==> src/rtl/acia_sched_pkg.sv <==
// Shared encodings for the ACIA transmit scheduler: FSM states, ACIA status bits,
// control words and register-select values.
package acia_sched_pkg;

    localparam logic [2:0] ST_RST_WR  = 3'd0;
    localparam logic [2:0] ST_CFG_WR  = 3'd1;
    localparam logic [2:0] ST_IDLE    = 3'd2;
    localparam logic [2:0] ST_RD_ST   = 3'd3;
    localparam logic [2:0] ST_WT_ST   = 3'd4;
    localparam logic [2:0] ST_CHK     = 3'd5;
    localparam logic [2:0] ST_WR_DAT  = 3'd6;

    typedef enum logic [2:0] {
        RST_WR = ST_RST_WR,
        CFG_WR = ST_CFG_WR,
        IDLE   = ST_IDLE,
        RD_ST  = ST_RD_ST,
        WT_ST  = ST_WT_ST,
        CHK    = ST_CHK,
        WR_DAT = ST_WR_DAT
    } sched_state_t;

    localparam int         ACIA_ST_TXE    = 1;
    localparam int         ACIA_ST_RXF    = 0;
    localparam logic [7:0] ACIA_CTRL_MRST = 8'h03;
    localparam logic       RS_CTRL        = 1'b0;
    localparam logic       RS_DATA        = 1'b1;
    localparam logic [7:0] ASCII_LF       = 8'h0A;
    localparam logic [7:0] ASCII_CR       = 8'h0D;

endpackage

==> src/rtl/acia_rr_arb.sv <==
// Combinational round-robin picker: first valid requester at or after the pointer,
// returned both as a one-hot vector and as a 3-bit index.
module acia_rr_arb #(
    parameter int NREQ = 2
) (
    input  logic [NREQ-1:0] valid,
    input  logic [2:0]      ptr,
    output logic [NREQ-1:0] onehot,
    output logic [2:0]      idx,
    output logic            any
);

    int j;

    always_comb begin
        onehot = '0;
        idx    = '0;
        any    = 1'b0;
        j      = 0;
        for (int i = 0; i < NREQ; i++) begin
            j = int'(ptr) + i;
            if (j >= NREQ) j = j - NREQ;
            if (!any && valid[j]) begin
                any       = 1'b1;
                onehot[j] = 1'b1;
                idx       = 3'(j);
            end
        end
    end

endmodule

==> src/rtl/acia_tx_sched.sv <==
// Shares one ACIA transmitter between NREQ byte sources: initialises the ACIA, then
// arbitrates round-robin, polls TXE and writes data. Option: ACIA_SCHED_CRLF_EN (LF -> CR LF).
module acia_tx_sched
    import acia_sched_pkg::*;
#(
    parameter int         NREQ     = 2,
    parameter logic [7:0] CTRL_CFG = 8'h00
) (
    input  logic              clk,
    input  logic              rst_n,
    input  logic [NREQ-1:0]   req_valid,
    input  logic [8*NREQ-1:0] req_data,
    output logic [NREQ-1:0]   req_ready,
    output logic              acia_cs,
    output logic              acia_we,
    output logic              acia_rs,
    output logic [7:0]        acia_din,
    input  logic [7:0]        acia_dout,
    output logic              init_done,
    output logic [2:0]        grant_id
);

    localparam logic [2:0] LAST_IDX = 3'(NREQ - 1);

    sched_state_t    state_q, state_d;
    logic [2:0]      ptr_q;
    logic [NREQ-1:0] grant_oh_q;
    logic [7:0]      byte_q;
    logic [NREQ-1:0] arb_valid, arb_onehot;
    logic [2:0]      arb_idx;
    logic            arb_any;
    logic [7:0]      sel_byte, wr_byte;
    logic            wr_final;
    logic            unused_dout;

    assign unused_dout = ^{acia_dout[7:2], acia_dout[ACIA_ST_RXF]};

    // A requester whose ready pulse is visible this cycle still shows its old valid;
    // it must not be granted again on that stale request.
    assign arb_valid = req_valid & ~req_ready;

    acia_rr_arb #(.NREQ(NREQ)) u_arb (
        .valid  (arb_valid),
        .ptr    (ptr_q),
        .onehot (arb_onehot),
        .idx    (arb_idx),
        .any    (arb_any)
    );

    always_comb begin
        sel_byte = '0;
        for (int i = 0; i < NREQ; i++) begin
            if (arb_onehot[i]) sel_byte = req_data[8*i +: 8];
        end
    end

`ifdef ACIA_SCHED_CRLF_EN
    logic crlf_q;
    logic expand;

    assign expand   = (byte_q == ASCII_LF) && !crlf_q;
    assign wr_byte  = expand ? ASCII_CR : byte_q;
    assign wr_final = !expand;
`else
    assign wr_byte  = byte_q;
    assign wr_final = 1'b1;
`endif

    always_comb begin
        state_d = state_q;
        case (state_q)
            RST_WR: state_d = CFG_WR;
            CFG_WR: state_d = IDLE;
            IDLE:   if (arb_any) state_d = RD_ST;
            RD_ST:  state_d = WT_ST;
            WT_ST:  state_d = CHK;
            CHK:    state_d = acia_dout[ACIA_ST_TXE] ? WR_DAT : RD_ST;
            WR_DAT: state_d = wr_final ? IDLE : RD_ST;
            default: state_d = RST_WR;
        endcase
    end

    // Bus outputs are registered from the current state, so each access appears
    // on the bus one cycle after its state.
    always_ff @(posedge clk or negedge rst_n) begin
        if (!rst_n) begin
            state_q    <= RST_WR;
            ptr_q      <= '0;
            grant_id   <= '0;
            grant_oh_q <= '0;
            init_done  <= 1'b0;
            req_ready  <= '0;
            acia_cs    <= 1'b0;
            acia_we    <= 1'b0;
            acia_rs    <= 1'b0;
            acia_din   <= '0;
`ifdef ACIA_SCHED_CRLF_EN
            crlf_q     <= 1'b0;
`endif
        end else begin
            state_q   <= state_d;
            acia_cs   <= 1'b0;
            acia_we   <= 1'b0;
            req_ready <= '0;
            case (state_q)
                RST_WR: begin
                    acia_cs  <= 1'b1;
                    acia_we  <= 1'b1;
                    acia_rs  <= RS_CTRL;
                    acia_din <= ACIA_CTRL_MRST;
                end
                CFG_WR: begin
                    acia_cs   <= 1'b1;
                    acia_we   <= 1'b1;
                    acia_rs   <= RS_CTRL;
                    acia_din  <= CTRL_CFG;
                    init_done <= 1'b1;
                end
                IDLE: begin
                    if (arb_any) begin
                        grant_id   <= arb_idx;
                        grant_oh_q <= arb_onehot;
                    end
                end
                RD_ST: begin
                    acia_cs <= 1'b1;
                    acia_we <= 1'b0;
                    acia_rs <= RS_CTRL;
                end
                WR_DAT: begin
                    acia_cs  <= 1'b1;
                    acia_we  <= 1'b1;
                    acia_rs  <= RS_DATA;
                    acia_din <= wr_byte;
`ifdef ACIA_SCHED_CRLF_EN
                    crlf_q   <= expand;
`endif
                    if (wr_final) begin
                        req_ready <= grant_oh_q;
                        ptr_q     <= (grant_id == LAST_IDX) ? 3'd0 : grant_id + 3'd1;
                    end
                end
                default: ;
            endcase
        end
    end

    always_ff @(posedge clk) begin
        if (state_q == IDLE && arb_any) byte_q <= sel_byte;
    end

endmodule

==> config.mk <==
export PLATFORM = sky130hd
export DESIGN_NAME = acia_tx_sched
export DESIGN_NICKNAME = d
export VERILOG_FILES = /design/src/rtl/acia_sched_pkg.sv /design/src/rtl/acia_rr_arb.sv /design/src/rtl/acia_tx_sched.sv
export SDC_FILE = /design/constraint.sdc
export NUM_CORES = 1
export LEC_CHECK = 0
export CORE_UTILIZATION = 45
export DETAILED_ROUTE_END_ITERATION = 16
export PLACE_DENSITY = 0.74
export SLEW_MARGIN = 20
export SYNTH_ARGS = -nofsm -noshare
export SYNTH_HDL_FRONTEND = slang
export SYNTH_SLANG_ARGS = --single-unit
==> constraint.sdc <==
create_clock -name clk -period 2.7 [get_ports clk]
set_input_delay 0.54 -clock clk [delete_from_list [all_inputs] [get_ports clk]]
set_output_delay 0.54 -clock clk [all_outputs]
set_load 0.05 [all_outputs]
==> flow_metrics.tcl <==
set metrics [dict create \
    hpwlAfterDp_mm 2.333 \
    die_x_um 61.64 \
    synth_ff_type "dfrtp_1" \
    portBuffers 37 \
    core-area_um2 3363 \
    timing.critical_path.buf_inv 1 \
    place_ws_ns 0.5220 \
    fin_crit_sh_pct 80.76 \
    cap_violations 0 \
    tightest_slew_ns 0.6571 \
    dr.first_iter.drc_count 64 \
    ir_worst_vdd_uv 627.0 \
    status "finished clean" \
    tritoncts "built" \
    htree_levels 2 \
    netlist_instances 140 \
    ys_async_sr_fraction_pct 75.76 \
    hold_class "reg -> reg" \
    ys_ff_latch 33 \
    max_stage_delay_ns 0.84 \
    timing.final.ws_setup_ns 0.5195 \
    grt_pass1_wl_mm 5.237 \
    power_w 0.002392 \
    synth-warning-count 0 \
    vias_per_cell 5.329 \
    r2r_end "byte_q[4]" \
    worstReg2RegStart "ptr_q[0]" \
    yosysSeqAreaShare_pct 54.10 \
    cts_buffers 5 \
    min_period_ns 2.181 \
    start_util_pct 47.58 \
    grt_antenna_before_repair 0 \
    rows 21 \
    gp_congestion 0.8643 \
    cts_resized 0 \
    grt_pass1_vias 1120 \
    insertion_delay_ns 0.34 \
    end_kind "output port" \
    area_delta_synth_final_pct 29.01 \
    dp.cells 220 \
    drtAntennaViolNets 0 \
    crit_fanout 6 \
    dr.pass1.iters 4 \
    slowest_stage "clkdlybuf4s50_1" \
    slew_headroom_pct 56.11 \
    r2r_setup_slack_ns 0.63 \
    yosys.cell_types.count 37 \
    fin_cells 228 \
    min_to "acia_din[6]" \
    post-cts-setup-buffers 0 \
    critPathLaunchType "register" \
    drt_wl_total_mm 3.115 \
    hold_violations 0 \
    fmax_ghz 0.4586 \
    final_cell_mix "clkdlybuf4s50_1 (37), dfrtp_1 (25), a22o_1 (15), nand2_1 (12), inv_1 (11)" \
    crit_type "reg -> out" \
    finalSetupTns_ns 0 \
    clock_sinks 33 \
    drc 0 \
    reg2reg_depth 7 \
    synth_area_per_cell_um2 11.43 \
    rsz0062_at_grt "no" \
    clkSlewWorstSetupHoldPaths_ns 0.10 \
    cp_cell_sequence "clkdlybuf4s50_1" \
    holdPathStages 1 \
    cts_root_buf "clkbuf_4" \
    critical-path-top-delay-family "buffers and inverters" \
    synthesis.area_um2 1600 \
    ioPinCount 45 \
    grt-ovfl-total 0 \
    grt_use_total_pct 19.86 \
    finish.net_count 215 \
    final_layout_size_suffix_gt1_share_pct 9.341 \
    dieArea_um2 3799 \
    synth_edf_count 8 \
    min_from "byte_q[6]" \
    report.final.slew_viol_count 0 \
    vias 1215 \
    die_y_um 61.64 \
    finalSetupViolations 0 \
    clockBufferDepth 2 \
    required_ns 2.16 \
    wl_per_cell_um 13.66 \
    leakagePower_nw 0.8767 \
    skew_ns 0.01317 \
    grt_start_max_net_pins 26 \
    power_density_nw_per_um2 1158 \
    synth_fp_nets 174 \
    cp_data_arrival_time_ns 1.64 \
    mostFrequentLayoutCell "clkdlybuf4s50_1" \
    cts_hold_buf 0 \
    n_antenna_cell 0 \
]
Yosys cell counts, types with 2 or more instances:
cell type | count | area share, %
dfrtp_1 | 25 | 39
a22o_1 | 15 | 8.2
nand2_1 | 12 | 2.8
inv_1 | 11 | 2.6
a21oi_1 | 9 | 2.8
edfxtp_1 | 8 | 15
ha_1 | 6 | 4.7
nor2b_1 | 5 | 2.0
nor2_1 | 4 | 0.94
o21ai_0 | 4 | 1.3
o22ai_1 | 4 | 1.6
nand2b_1 | 3 | 1.2
xnor2_1 | 3 | 1.6
a31oi_1 | 2 | 0.78
and3_1 | 2 | 0.78
buf_4 | 2 | 0.94
clkbuf_1 | 2 | 0.47
nand3b_1 | 2 | 0.94
nor3_1 | 2 | 0.63
o221ai_1 | 2 | 1.1
how the worst max path moves through the flow:
| stage | startpoint | endpoint | slack, ns | cells past startpoint |
|---|---|---|---|---|
| floorplan | ptr_q[0] | byte_q[0] | 0.83 | 7 |
| global placement | req_valid[0] | byte_q[5] | 0.57 | 4 |
| detailed placement | req_valid[0] | byte_q[3] | 0.52 | 4 |
| CTS | grant_id[0] | grant_id[0] | 0.52 | 1 |
| global route | grant_id[0] | grant_id[0] | 0.47 | 1 |
| finish | grant_id[0] | grant_id[0] | 0.52 | 1 |
cell type report:
class                   count  area [um2]
repair buffers             38       377.9
fillers                   312        1299
flip-flops and latches     33       865.8
well taps                  46       57.56
clock inverters             2       10.01
clock buffers               6       41.29
multi-input cells          91       666.9
inverters                  12       45.04
routing by layer:
metal,vias up,GRT usage [%],wire length [um]
met5,-,0,0
met1,574,25.34,1370
met4,0,7.937,71
li1,586,-,-
met3,9,7.353,192
met2,46,30.72,1481
registers in the layout, summed over array words and instances (netlist names), 2 cells and up:
signal	flops
grant_id	3
req_ready	2
grant_oh_q	2
byte_q	8
acia_din	8
state_q	3
ptr_q	3
power by group:
group | switching (W) | internal, W
sequential | 0.000200 | 0.000701
combinational | 0.000736 | 0.000495
clock | 0.000160 | 0.0000990
total | 0.00110 | 0.00130
cells by family after synthesis:
group	after synthesis	share of synthesized area, %
muxes	1	0.7036
buffers and inverters	16	4.222
adders and majority gates	7	5.317
DFF	33	54.10
AOI/OAI and AO/OA	44	20.95
xor gates and xnor gates	4	2.659
and+or+nand+nor	35	12.04
metrics by stage:
stage / hold WS, ns / cell area [um2] / utilization [%]
after floorplan: 0.2444 / 1600 / -
after global placement: 0.4412 / 2013 / 59.86
after detailed placement: 0.4637 / 2013 / 59.86
after CTS: 0.4798 / 2064 / 61.38
after global routing: 0.5004 / 2064 / 61.38
final: 0.4746 / 2064 / 61.38
No activity file was read; power rests on OpenSTA's default activity.
